[config.mk]
export PLATFORM = sky130hd
export DESIGN_NAME = subservient_wb_byte_bridge
export DESIGN_NICKNAME = d
export VERILOG_FILES = /design/src/rtl/subservient_wb_byte_bridge.sv
export SDC_FILE = /design/constraint.sdc
export NUM_CORES = 1
export LEC_CHECK = 0
export ABC_AREA = 1
export BUFFER_PORTS_ARGS = -buffer_cell sky130_fd_sc_hd__buf_2
export CAP_MARGIN = 20
export CELL_PAD_IN_SITES_DETAIL_PLACEMENT = 1
export CELL_PAD_IN_SITES_GLOBAL_PLACEMENT = 2
export CORE_MARGIN = 4
export CORE_UTILIZATION = 29
export CTS_BUF_LIST = sky130_fd_sc_hd__clkbuf_2 sky130_fd_sc_hd__clkbuf_4 sky130_fd_sc_hd__clkbuf_8
export CTS_CLUSTER_SIZE = 8
export DETAILED_ROUTE_END_ITERATION = 12
export PLACE_DENSITY_LB_ADDON = 0.1
export SLEW_MARGIN = 15
export SYNTH_ARGS = -nofsm -noshare
export SYNTH_HDL_FRONTEND = slang
export SYNTH_SLANG_ARGS = --single-unit
[constraint.sdc]
create_clock -name i_clk -period 4.25 [get_ports i_clk]
set_clock_uncertainty 0.2 [all_clocks]
set_input_delay 0.2125 -clock i_clk [delete_from_list [all_inputs] [get_ports i_clk]]
set_output_delay 0.2125 -clock i_clk [all_outputs]
set_load 0.01 [all_outputs]
[src/rtl/subservient_wb_byte_bridge.sv]
// Wishbone-to-byte-SRAM bridge for the subservient core's program memory.
// Each 32-bit Wishbone access is serialised into single-byte SRAM cycles.
// Writes emit only the selected lanes, in ascending order. Reads always
// fetch all four lanes and reassemble them into o_wb_rdt before ack.
module subservient_wb_byte_bridge #(
  parameter int AW = 13
) (
  input  logic          i_clk,
  input  logic          i_rst_n,
  input  logic [31:0]   i_wb_adr,
  input  logic [31:0]   i_wb_dat,
  input  logic [3:0]    i_wb_sel,
  input  logic          i_wb_we,
  input  logic          i_wb_stb,
  input  logic          i_wb_cyc,
  output logic [31:0]   o_wb_rdt,
  output logic          o_wb_ack,
  output logic [AW-1:0] o_sram_waddr,
  output logic [7:0]    o_sram_wdata,
  output logic          o_sram_wen,
  output logic [AW-1:0] o_sram_raddr,
  output logic          o_sram_ren,
  input  logic [7:0]    i_sram_rdata
);

  typedef enum logic [1:0] {IDLE, WRITE, READ, ACK} state_t;

  state_t        state;
  logic [AW-3:0] word_q;
  logic [31:0]   dat_q;
  logic [3:0]    pend;
  logic [2:0]    rcnt;

  logic          req;
  logic [1:0]    lane_idle;
  logic [1:0]    lane_pend;
  logic [1:0]    cap_lane;
  logic [1:0]    next_lane;
  logic          unused_adr;

  // Lowest selected lane in a byte-enable mask.
  function automatic logic [1:0] first_lane(input logic [3:0] m);
    if (m[0])      return 2'd0;
    else if (m[1]) return 2'd1;
    else if (m[2]) return 2'd2;
    else           return 2'd3;
  endfunction

  // One-hot mask for a lane, used to retire it from the pending set.
  function automatic logic [3:0] lane_bit(input logic [1:0] k);
    return 4'b0001 << k;
  endfunction

  // Byte k of a 32-bit word.
  function automatic logic [7:0] byte_of(input logic [31:0] d, input logic [1:0] k);
    return d[{k, 3'b000} +: 8];
  endfunction

  assign req        = i_wb_stb & i_wb_cyc;
  assign lane_idle  = first_lane(i_wb_sel);
  assign lane_pend  = first_lane(pend);
  // Lane whose data returns this cycle: the one issued on the previous READ cycle.
  assign cap_lane   = rcnt[1:0] - 2'd1;
  assign next_lane  = rcnt[1:0] + 2'd1;
  // Byte offset and high address bits are intentionally ignored.
  assign unused_adr = ^{i_wb_adr[31:AW], i_wb_adr[1:0]};

  // Hold word address and write data for the lanes issued after the request cycle.
  always_ff @(posedge i_clk) begin
    if (state == IDLE && req) begin
      word_q <= i_wb_adr[AW-1:2];
      dat_q  <= i_wb_dat;
    end
  end

  // Transaction FSM; all SRAM and Wishbone outputs are registered here.
  always_ff @(posedge i_clk or negedge i_rst_n) begin
    if (!i_rst_n) begin
      state        <= IDLE;
      pend         <= '0;
      rcnt         <= '0;
      o_wb_rdt     <= '0;
      o_wb_ack     <= 1'b0;
      o_sram_waddr <= '0;
      o_sram_wdata <= '0;
      o_sram_wen   <= 1'b0;
      o_sram_raddr <= '0;
      o_sram_ren   <= 1'b0;
    end else begin
      case (state)
        IDLE: begin
          if (req) begin
            if (i_wb_we) begin
              if (i_wb_sel == 4'b0000) begin
                // Nothing to write: acknowledge straight away.
                o_wb_ack <= 1'b1;
                state    <= ACK;
              end else begin
                o_sram_wen   <= 1'b1;
                o_sram_waddr <= {i_wb_adr[AW-1:2], lane_idle};
                o_sram_wdata <= byte_of(i_wb_dat, lane_idle);
                pend         <= i_wb_sel & ~lane_bit(lane_idle);
                state        <= WRITE;
              end
            end else begin
              o_sram_ren   <= 1'b1;
              o_sram_raddr <= {i_wb_adr[AW-1:2], 2'd0};
              rcnt         <= 3'd0;
              state        <= READ;
            end
          end
        end
        WRITE: begin
          if (pend != 4'b0000) begin
            o_sram_waddr <= {word_q, lane_pend};
            o_sram_wdata <= byte_of(dat_q, lane_pend);
            pend         <= pend & ~lane_bit(lane_pend);
          end else begin
            o_sram_wen <= 1'b0;
            o_wb_ack   <= 1'b1;
            state      <= ACK;
          end
        end
        READ: begin
          // rcnt 0..3 issue lanes 0..3; rcnt 1..4 capture lanes 0..3.
          if (rcnt != 3'd0) begin
            o_wb_rdt[{cap_lane, 3'b000} +: 8] <= i_sram_rdata;
          end
          if (rcnt < 3'd3) begin
            o_sram_raddr <= {word_q, next_lane};
          end else begin
            o_sram_ren <= 1'b0;
          end
          if (rcnt == 3'd4) begin
            o_wb_ack <= 1'b1;
            state    <= ACK;
          end
          rcnt <= rcnt + 3'd1;
        end
        ACK: begin
          o_wb_ack <= 1'b0;
          state    <= IDLE;
        end
        default: state <= IDLE;
      endcase
    end
  end

endmodule

## Word level (Yosys, flattened, before mapping)

Index checks and enable logic that the tools add are counted.

- Output and inout port bits: 69
- Bits of input ports: 81
- Word-level logic and storage cells: 107
- Register bits after elaboration: 121

- $add $sub $neg: 4
- Eq/ne operators: 14
- Shifts and indexed selects: 6
- Magnitude comparators: 1
- Reduce and logical (&&, ||, !) cells: 15
- Muxes and demuxes: 50
- Bitwise operators: 5

Operators by type and width:

| operator | number |
|---|---|
| $mux 13 | 7 |
| $shiftx 32x6->8 | 2 |
| $pmux 13 s2 | 2 |
| $bwmux 32 | 1 |
| $mux 8 | 4 |
| $shift 8x7->32 const A | 1 |
| $shiftx 8x7->32 | 1 |
| $mux 2 | 9 |
| $ne 2x2->1 const B | 9 |
| $mux 4 | 4 |
| $pmux 8 s2 | 1 |
| $reduce_and 5->1 | 3 |
| $mux 1 | 14 |
| $and 4x4->4 | 2 |
| $not 4->4 | 2 |
| $pmux 2 s4 | 1 |
| $pmux 4 s2 | 1 |
| $reduce_and 4->1 | 2 |
| $shl 1x2->4 const A | 2 |
| $neg 5->7 | 1 |
| $mux 3 | 2 |
| $pmux 3 s2 | 1 |
| $reduce_and 3->1 | 2 |
| $eq 2x2->1 const B | 2 |
| other kinds (17) | 19 |

## Depth between registers and ports, before layout

Gate-level depths: netlist of the first run.

- Depth after elaboration: 10
- Mapped depth: 11
- Mapped depth without buffers: 10

## Worst setup path before layout of the first run

No wires, ideal clock.

- Path type: flip-flop to flip-flop
- Start: register state[0]
- End: register dat_q[0], enable pin
- Arrival: 2.737 ns
- Path slack: 0.870 ns
- Required time: 3.607 ns
- Library setup time: 0.443 ns
- Buffers on the path: 0
- Stages on the path, launching flop included: 5
- Clock period less this slack: 3.380 ns
- Cell sequence: dfrtp_1 > inv_1 > ha_1 > inv_2 > nor2_1

- Cells in the longest elaborated chain, start to end: 2

Ends and longest elaborated chain:

| element | line | RTL |
|---|---|---|
| start: declaration | 28 | `state_t state;` |
| start signal: assignment | 79 | `state <= IDLE;` |
| start signal: assignment | 97 | `state <= ACK;` |
| start signal: assignment | 103 | `state <= WRITE;` |
| $logic_not 2->1 | 70 | `if (state == IDLE && req) begin` |
| $logic_and 1x1->1 | 70 |  |
| end signal: assignment | 72 | `dat_q <= i_wb_dat;` |
| end: declaration | 30 | `logic [31:0] dat_q;` |

Every way passes these cells.
A chain may end at the register's enable or synchronous reset.

## Final worst setup path of the first run

- Start: register rcnt[0]
- End: register o_wb_rdt[17]

- Cells in the longest elaborated chain, start to end: 4
- Elaborated cells on any way between the ends: 7
- Those cells by class: add/sub (2); shift (2); mux (1); reduce/logical (2)

Ends and longest elaborated chain:

| element | line | RTL |
|---|---|---|
| start: declaration | 32 | `logic [2:0] rcnt;` |
| start signal: assignment | 138 | `rcnt <= rcnt + 3'd1;` |
| $sub 2x1->2 | 63 | `assign cap_lane = rcnt[1:0] - 2'd1;` |
| $neg 5->7 | 127 | `o_wb_rdt[{cap_lane, 3'b000} +: 8] <= i_sram_rdata;` |
| $shiftx 8x7->32 / $shift 8x7->32 (equally long branches) | 127 |  |
| $bwmux 32 | 127 |  |
| end signal: indexed assignment | 127 |  |
| end: declaration | 16 | `output logic [31:0] o_wb_rdt,` |

Several ways; a longest one is shown, not always the timed one.

==> results of run 1 <==
[Yosys cell counts (8+ instances only)]
master / n / area (sq um)
nand2_1: 217 / 815
dfrtp_1: 78 / 1950
edfxtp_1: 43 / 1290
nand3b_1: 10 / 75.1
nand4_1: 15 / 93.8
ha_1: 12 / 150
clkbuf_1: 9 / 33.8
nor2_1: 47 / 176
or2_2: 8 / 50.1
nand3_1: 42 / 210
o21ai_0: 72 / 360
inv_1: 53 / 199
buf_2: 9 / 45.0
[per-layer routing]
layer  GRT usage [%]  wire, um
met5               0         0
met4            5.12       259
met1            22.5      8690
met2            28.5      9200
met3            3.47       761
[layout make-up]
cell class              count  area, sq um  area share, %
clock inverters            15          176           2.26
diodes                      2         5.00         0.0641
clock buffers              17          234           2.99
flip-flops and latches    121         3240           41.5
inverters                  59          224           2.87
multi-input cells         474         2340           29.9
repair buffers            190         1250           16.0
well taps                 270          338           4.32
[power by group]
part / total [mW] / internal (mW) / leakage (nW) / switching, mW
Sequential: 1.81 / 1.58 / 1.36 / 0.224
Combinational: 2.22 / 0.729 / 2.22 / 1.49
Clock: 1.08 / 0.580 / 0.203 / 0.504
[path summary, 6_finish.rpt]
check                                             from  slack [ps]                           to  cells past startpoint
setup / recovery                   rcnt[0]$_DFFE_PN0P_        1470     o_wb_rdt[17]$_DFFE_PN0P_                      8
hold / removal                             i_wb_sel[1]         160          pend[1]$_DFFE_PN0P_                      5
setup reg to reg                   rcnt[0]$_DFFE_PN0P_        1470     o_wb_rdt[17]$_DFFE_PN0P_                      8
hold reg to reg            o_sram_waddr[4]$_DFFE_PN0P_         270  o_sram_waddr[4]$_DFFE_PN0P_                      2
max in group asynchronous                      i_rst_n        3130  o_sram_raddr[2]$_DFFE_PN0P_                      2
min in group asynchronous                      i_rst_n         190  o_sram_wdata[1]$_DFFE_PN0P_                      2
[sequential cells by signal, summed over array words and instances, names as in the netlist]
name,cells
o_wb_rdt,32
o_wb_ack,1
dat_q,32
rcnt,3
o_sram_wdata,8
pend,4
word_q,11
o_sram_raddr,13
state,2
o_sram_wen,1
o_sram_waddr,13
o_sram_ren,1
[stage by stage]
| step | area, sq um | std cells | setup slack (ps) |
|---|---|---|---|
| 2_1_floorplan | 5960 | 683 | 870 |
| 3_3_place_gp | 6830 | 1057 | 1550 |
| 3_5_place_dp | 6830 | 1057 | 1440 |
| 4_1_cts | 7800 | 1145 | 1420 |
| 5_1_grt | 7810 | 1146 | 1100 |
| 6_report | 7810 | 1148 | 1470 |
[critical path: stages (launching register included)]
cell and delay, ps:
dfrtp_1 510, inv_1 170, ha_1 220, inv_1 270, o21ai_0 130, buf_4 220, nor2_1 590, o21ai_0 210
o21a_1 150
[kinds of logic after synthesis]
kind of cell,synth area share [%]
multiplexers,0.168
AND/OR/NAND/NOR,26.7
AO/OA/AOI/OAI,9.77
flip-flops,54.4
buffers and inverters,6.41
adder cells (fa/ha/maj),2.52
==> impl_metrics.env, run 1 <==
export IMPL_ir_drop_uv=268
export IMPL_numClockSinks=121
export IMPL_wire_per_inst_um=16.5
export IMPL_cts_clk_slew_worst_paths_ps=80
export IMPL_mostFrequentLayoutCells="nand2_1, buf_2, dfrtp_1, o21ai_0, dlygate4sd3_1"
export IMPL_final_antenna_net_count=0
export IMPL_setup_viol=0
export IMPL_gp_congestion=0.769
export IMPL_rsz0062_at_grt="no"
export IMPL_yosys_warnings=0
export IMPL_clockBufferDepth=2
export IMPL_grt_pass1_wl_mm=30.3
export IMPL_cts_setup_buffers=0
export IMPL_p_total_mw=5.11
export IMPL_period_minus_slack_ps=2780
export IMPL_start_util_pct=29.4
export IMPL_routed_wl_mm=18.9
export IMPL_drive_gt1_share_pct=23.1
export IMPL_final_nets=956
export IMPL_power_per_cell_area_nw_per_um2=654
export IMPL_via_count=5342
export IMPL_synth_avg_cell_area_sq_um=8.72
export IMPL_cap_violations=0
export IMPL_ys_ff_latch=121
export IMPL_endpoint_kind="register"
export IMPL_async_flop_share_pct=64.5
export IMPL_setup_tns_ps=0
export IMPL_yosys_most_used_dff="dfrtp_1"
export IMPL_worst_setup_path_type="reg -> reg"
export IMPL_antenna_found_initial=0
export IMPL_max_freq_mhz=359
export IMPL_fin_util_pct=38.6
export IMPL_dp_hpwl_mm=12.8
export IMPL_cts_tree="yes"
export IMPL_die_y_um=151
export IMPL_grt_use_total_pct=17.1
export IMPL_first_pass_iters=6
export IMPL_arrival_ps=2910
export IMPL_clk_latency_ps=430
export IMPL_rows=52
export IMPL_viasPerCell=4.65
export IMPL_cts_buffers=17
export IMPL_first_global_vias=5674
export IMPL_fin_hold_ws_ps=162
export IMPL_tightestPinTransition_ps=899
export IMPL_hp_class="in -> reg"
export IMPL_io_pins=150
export IMPL_fill_cells=2417
export IMPL_die_area_sq_um=22900
export IMPL_outcome="complete, no violations"
export IMPL_cts_resized=0
export IMPL_syn_to_final_growth_pct=31.1
export IMPL_grt_max_degree=79
export IMPL_drc=0
export IMPL_syn_nets=776
export IMPL_p_leak_nw=3.79
export IMPL_synth_seq_area_share_pct=54.4
export IMPL_synth_cell_types=36
export IMPL_core_area_sq_um=20200
export IMPL_overflow=0
export IMPL_die_x_um=151
export IMPL_worstSetupStartpointType="register"
export IMPL_hold_violations=0
export IMPL_cp_required_ps=4370
export IMPL_syn_inst=683
export IMPL_maxSlewHeadroom_pct=39.9
export IMPL_syn_cell_area_sq_um=5960
export IMPL_synth_edf_count=43
export IMPL_root_buffer="clkbuf_8"
export IMPL_drt_iter0_drc=296
export IMPL_final_common_cell="nand2_1"
export IMPL_postCtsHoldBufs=56
export IMPL_path_max_fanout=20
export IMPL_port_buffers=128
export IMPL_finalMaxSlewViolations=0
export IMPL_cts_max_level=4
export IMPL_post_route_period_util_pct=65.5
No activity file was read; power rests on OpenSTA's default activity.
==> run 2: changes to the inputs <==
--- a/config.mk
+++ b/config.mk
@@ -5,7 +5,7 @@
 export SDC_FILE = /design/constraint.sdc
 export NUM_CORES = 1
 export LEC_CHECK = 0
-export ABC_AREA = 1
+export ABC_AREA = 0
 export BUFFER_PORTS_ARGS = -buffer_cell sky130_fd_sc_hd__buf_2
 export CAP_MARGIN = 20
 export CELL_PAD_IN_SITES_DETAIL_PLACEMENT = 1
==> constraint.sdc (replaced) <==
create_clock -name i_clk -period 2.35 [get_ports i_clk]
set_clock_uncertainty 0.2 [all_clocks]
set_input_delay 0.1175 -clock i_clk [delete_from_list [all_inputs] [get_ports i_clk]]
set_output_delay 0.1175 -clock i_clk [all_outputs]
set_load 0.01 [all_outputs]
==> run 2 against run 1 <==
Utilization rose by 2.1 points; setup slack worse by 1300 ps; design area shrank 1.9%; power grew 71%; critical path type unchanged.
==> impl_metrics.env, run 2 <==
export IMPL_first_pass_iters=4
export IMPL_r2r_end="o_sram_waddr[12]$_DFFE_PN0P_"
export IMPL_setup_viol=0
export IMPL_mostFrequentLayoutCells="buf_2, dfrtp_1, dlygate4sd3_1, edfxtp_1, mux2i_1"
export IMPL_yosys_area_top_type="dfrtp_1"
export IMPL_syn_nets=573
export IMPL_power_per_cell_area_nw_per_um2=1140
export IMPL_root_buffer="clkbuf_8"
export IMPL_start_util_pct=29.8
export IMPL_final_nets=775
export IMPL_via_count=4425
export IMPL_cp_depth=7
export IMPL_period_minus_slack_ps=2190
export IMPL_die_area_sq_um=21600
export IMPL_reg2reg_from="state[0]$_DFFE_PN0P_"
export IMPL_dp_hpwl_mm=10.8
export IMPL_worstSetupStartpointType="register"
export IMPL_clockBufferDepth=2
export IMPL_drt_iter0_drc=182
export IMPL_cp_endpoint="o_sram_waddr[12]$_DFFE_PN0P_"
export IMPL_synth_seq_area_share_pct=57.8
export IMPL_synth_area_leaders="dfrtp_1, edfxtp_1, mux2i_1, mux2_1, ha_1"
export IMPL_yosys_area_top_type_share_pct=34.8
export IMPL_critPathLaunch="state[0]$_DFFE_PN0P_"
export IMPL_fin_hold_ws_ps=65.6
export IMPL_cp_required_ps=2460
export IMPL_layout_cells_non_filler=955
export IMPL_gp_congestion=0.741
export IMPL_cts_setup_buffers=0
export IMPL_hold_violations=0
export IMPL_rsz0062_at_grt="no"
export IMPL_dpl_cell_area_sq_um=6690
export IMPL_clk_latency_ps=430
export IMPL_final_antenna_net_count=0
export IMPL_worst_setup_path_type="reg -> reg"
export IMPL_dpl_cell_count=863
export IMPL_synth_most_common_cell="dfrtp_1"
export IMPL_tightestPinTransition_ps=591
export IMPL_drive_gt1_share_pct=28.6
export IMPL_grt_use_total_pct=15.2
export IMPL_max_freq_mhz=456
export IMPL_maxSlewHeadroom_pct=60.2
export IMPL_drc=0
export IMPL_yosys_warnings=0
export IMPL_routed_wl_mm=16.0
export IMPL_die_x_um=147
export IMPL_fin_util_pct=40.7
export IMPL_ir_drop_uv=454
export IMPL_core_area_sq_um=18800
export IMPL_cts_max_level=4
export IMPL_hp_class="in -> reg"
export IMPL_worst_r2r_path_depth=7
export IMPL_outcome="complete, no violations"
export IMPL_grt_max_degree=43
export IMPL_syn_inst=480
export IMPL_die_y_um=147
export IMPL_r2r_setup_slack_ps=160
export IMPL_io_pins=150
export IMPL_arrival_ps=2300
export IMPL_synth_commonest_cells="dfrtp_1, edfxtp_1, mux2i_1"
export IMPL_final_common_cell="buf_2"
export IMPL_p_leak_nw=3.33
export IMPL_critical_path_cell_chain="inv_1 > ha_2 > nand3_1 > a2bb2oi_2 > o21bai_2 > buf_4 > mux2_1"
export IMPL_hold_path_depth=5
export IMPL_setup_tns_ps=0
export IMPL_cts_tree="yes"
export IMPL_reg_top3="dat_q x32, o_wb_rdt x32"
export IMPL_cp_top_family="flip-flops"
export IMPL_stdcell_area_sq_um=7660
export IMPL_yosys_most_used_dff="dfrtp_1"
export IMPL_first_global_vias=4866
export IMPL_overflow=0
export IMPL_finalMaxSlewViolations=0
export IMPL_cap_violations=0
export IMPL_post_route_period_util_pct=93.3
export IMPL_cp_slowest_cell="dfrtp_1"
export IMPL_endpoint_kind="register"
export IMPL_rows=50
export IMPL_path_max_fanout=7
export IMPL_syn_to_final_growth_pct=36.7
export IMPL_ys_ff_latch=121
export IMPL_grt_pass1_wl_mm=25.8
export IMPL_viasPerCell=4.63
export IMPL_antenna_found_initial=0
export IMPL_diodes=0
export IMPL_numClockSinks=121
export IMPL_timing_critical_path_buf_inv=2
export IMPL_cts_clk_slew_worst_paths_ps=70
export IMPL_synth_avg_cell_area_sq_um=11.7
export IMPL_cts_buffers=17
export IMPL_synth_cell_types=48
export IMPL_port_buffers=128
export IMPL_syn_cell_area_sq_um=5610
export IMPL_slowest_delay_ps=440
export IMPL_synth_edf_count=43
export IMPL_async_flop_share_pct=64.5
export IMPL_wire_per_inst_um=16.7
run 2: final cells by class:
class | instances | area, sq um
fill | 2094 | 11200
tap | 260 | 325
clock buffer | 19 | 249
timing repair buffer | 212 | 1480
inverter | 30 | 116
clock inverter | 13 | 105
sequential | 121 | 3240
multi-input combinational | 300 | 2140
run 2: worst min-delay path by stage:
stage / to / slack [ps] / startpoint
after global placement: o_wb_rdt[6]$_DFFE_PN0P_ / -80 / i_rst_n
final: state[0]$_DFFE_PN0P_ / 70 / i_wb_cyc
after floorplan: o_sram_raddr[0]$_DFFE_PN0P_ / -380 / i_rst_n
after global routing: state[1]$_DFFE_PN0P_ / 70 / i_wb_cyc
after CTS: o_sram_ren$_DFFE_PN0P_ / 30 / i_wb_stb
after detailed placement: o_wb_rdt[7]$_DFFE_PN0P_ / -70 / i_rst_n
run 2: metrics by stage:
step	setup slack (ps)	power (mW)
floorplan	151	5.53
global placement	167	6.93
detailed placement	82.2	7.04
CTS	55.6	8.89
global route	64.5	9.45
finish	157	8.72
run 2: logic make-up after synthesis:
logic type / Yosys count / share of synthesized area, %
buf+inv: 59 / 4.26
compound gates: 91 / 10.6
fa+ha+maj: 12 / 2.68
flops: 121 / 57.8
simple gates: 127 / 11.4
mux: 70 / 13.2
run 2: report_power, final:
group | internal, mW | switching (mW)
Combinational | 1.66 | 2.14
Clock | 0.845 | 0.864
Sequential | 2.86 | 0.352
Total | 5.37 | 3.35
run 2: what timing repair did:
| item | 4_1_cts | 5_1_grt |
|---|---|---|
| endpoints found under the hold margin | 189 | 0 |
| endpoints found under the setup margin | 0 | 21 |
| hold buffers | 60 | 0 |
| resized for setup | 0 | 3 |
run 2: worst reg2reg max path: stages, from the launching register on:
cell	delay, ps
dfrtp_1	440
inv_1	150
ha_2	260
nand3_1	130
a2bb2oi_2	180
o21bai_2	210
buf_4	190
mux2_1	320
run 2: layer usage:
layer / part of all wire [%] / global-route usage [%] / up-vias / wire length [um]
met4: 1.4 / 4.99 / 0 / 218
met1: 45 / 19.3 / 2199 / 7220
met2: 49 / 25.3 / 92 / 7790
met5: 0 / 0 / - / 0
li1: - / - / 2119 / -
met3: 4.6 / 4.13 / 15 / 737
==> run 3: changes to the inputs <==
--- a/config.mk
+++ b/config.mk
@@ -15,7 +15,7 @@
 export CTS_BUF_LIST = sky130_fd_sc_hd__clkbuf_2 sky130_fd_sc_hd__clkbuf_4 sky130_fd_sc_hd__clkbuf_8
 export CTS_CLUSTER_SIZE = 8
 export DETAILED_ROUTE_END_ITERATION = 12
-export PLACE_DENSITY_LB_ADDON = 0.1
+export PLACE_DENSITY = 0.78
 export SLEW_MARGIN = 15
 export SYNTH_ARGS = -nofsm -noshare
 export SYNTH_HDL_FRONTEND = slang
==> run 3 against run 2 <==
Fmax grew 1.4%; combinational power is essentially flat; via count grew 1.6%; design area grew 0.56%; cell count grew 0.10%; utilization grew 0.23 points; sequential share of layout area shrank 0.23 points; critical path depth is the same; power grew 2.9%; critical path type unchanged; highest routed layer unchanged.
==> impl_metrics.env, run 3 (same netlist as run 2, synthesis figures left out) <==
export IMPL_io_pins=150
export IMPL_wire_per_inst_um=17.4
export IMPL_first_pass_iters=4
export IMPL_endpoint_kind="register"
export IMPL_root_buffer="clkbuf_8"
export IMPL_tightestPinTransition_ps=507
export IMPL_p_total_mw=8.98
export IMPL_diodes=0
export IMPL_cts_tree="yes"
export IMPL_path_max_fanout=15
export IMPL_post_route_period_util_pct=92.0
export IMPL_core_area_sq_um=18800
export IMPL_dp_hpwl_mm=11.1
export IMPL_power_per_cell_area_nw_per_um2=1170
export IMPL_cp_top_family="flip-flops"
export IMPL_first_global_vias=5035
export IMPL_slowest_delay_ps=440
export IMPL_finalMaxSlewViolations=0
export IMPL_rows=50
export IMPL_die_y_um=147
export IMPL_reg_top3="dat_q x32, o_wb_rdt x32"
export IMPL_start_util_pct=29.8
export IMPL_setup_viol=0
export IMPL_rsz0062_at_grt="no"
export IMPL_cts_buffers=17
export IMPL_cts_max_level=4
export IMPL_period_minus_slack_ps=2160
export IMPL_outcome="complete, no violations"
export IMPL_clk_latency_ps=450
export IMPL_dpl_cell_area_sq_um=6670
export IMPL_hold_violations=0
export IMPL_worstSetupStartpointType="register"
export IMPL_gp_congestion=0.772
export IMPL_setup_tns_ps=0
export IMPL_grt_use_total_pct=15.9
export IMPL_die_area_sq_um=21600
export IMPL_drive_gt1_share_pct=28.7
export IMPL_antenna_found_initial=0
export IMPL_drc=0
export IMPL_cp_required_ps=2470
export IMPL_cap_violations=0
export IMPL_viasPerCell=4.70
export IMPL_worst_setup_path_type="reg -> reg"
export IMPL_clockBufferDepth=2
export IMPL_numClockSinks=121
export IMPL_timing_critical_path_buf_inv=2
export IMPL_via_count=4495
export IMPL_ir_drop_uv=587
export IMPL_grt_pass1_wl_mm=27.2
export IMPL_die_x_um=147
export IMPL_p_leak_nw=3.36
export IMPL_overflow=0
export IMPL_grt_max_degree=48
export IMPL_fin_hold_ws_ps=40.2
export IMPL_hp_class="in -> reg"
export IMPL_cp_slowest_cell="dfrtp_1"
export IMPL_mostFrequentLayoutCells="buf_2, dfrtp_1, dlygate4sd3_1, edfxtp_1, mux2i_1"
export IMPL_final_common_cell="buf_2"
export IMPL_final_nets=776
export IMPL_fin_util_pct=40.9
export IMPL_cts_clk_slew_worst_paths_ps=80
export IMPL_arrival_ps=2290
export IMPL_max_freq_mhz=462
export IMPL_drt_iter0_drc=153
export IMPL_final_antenna_net_count=0
export IMPL_syn_to_final_growth_pct=37.4
export IMPL_port_buffers=128
export IMPL_routed_wl_mm=16.6
export IMPL_stdcell_area_sq_um=7700
export IMPL_critical_path_cell_chain="inv_1 > ha_1 > nand3_1 > a2bb2oi_2 > o21bai_4 > buf_12 > mux2_1"
export IMPL_maxSlewHeadroom_pct=65.9
run 3: what timing repair did:
item,4_1_cts,5_1_grt
endpoints found under the setup margin,0,17
gates resized for setup,0,1
endpoints found under the hold margin,188,0
setup buffers,0,3
hold buffers,59,0
run 3: stage by stage:
step / instances / setup WS (ps)
floorplan: 480 / 151
global placement: 862 / 86.5
detailed placement: 862 / 50.4
CTS: 953 / 30.5
global route: 956 / 1.16
finish: 956 / 187
run 3: worst paths after layout:
path                                               from                      endpoint  slack (ps)  cells after the start
worst max-delay path               state[0]$_DFFE_PN0P_  o_sram_waddr[12]$_DFFE_PN0P_         190                      7
worst min-delay path                           i_wb_stb          state[0]$_DFFE_PN0P_          40                      6
worst max register to register     state[0]$_DFFE_PN0P_  o_sram_waddr[12]$_DFFE_PN0P_         190                      7
worst min register to register  o_wb_rdt[9]$_DFFE_PN0P_       o_wb_rdt[9]$_DFFE_PN0P_         290                      2
max in group asynchronous                       i_rst_n   o_sram_raddr[0]$_DFFE_PN0P_        1120                      4
min in group asynchronous                       i_rst_n       o_wb_rdt[7]$_DFFE_PN0P_         550                      4
run 3: layout make-up:
| class | count | area (sq um) |
|---|---|---|
| clock buffers | 17 | 234 |
| flip-flops and latches | 121 | 3240 |
| clock inverters | 15 | 166 |
| well taps | 260 | 325 |
| multi-input cells | 300 | 2140 |
| repair buffers | 213 | 1480 |
| inverters | 30 | 116 |
| fillers | 2065 | 11100 |
run 3: metal layers:
metal  GRT usage, %  vias to the layer above  wire length [um]
met1           18.7                     2217              7020
met4           6.06                        0               395
met5              0                        -                 0
met2           27.9                      127              8490
met3           3.98                       26               742
li1               -                     2125                 -
run 3: worst min-delay path, cell delays in order:
cell      delay (ps)
buf_2            120
nand2_1           60
a222oi_1          70
buf_4            160
nor2_1            80
a31oi_1           50
run 3: report_power, final:
part | total (mW) | switching [mW] | internal, mW
Combinational | 3.83 | 2.17 | 1.66
Clock | 1.91 | 0.950 | 0.961
Sequential | 3.24 | 0.377 | 2.86
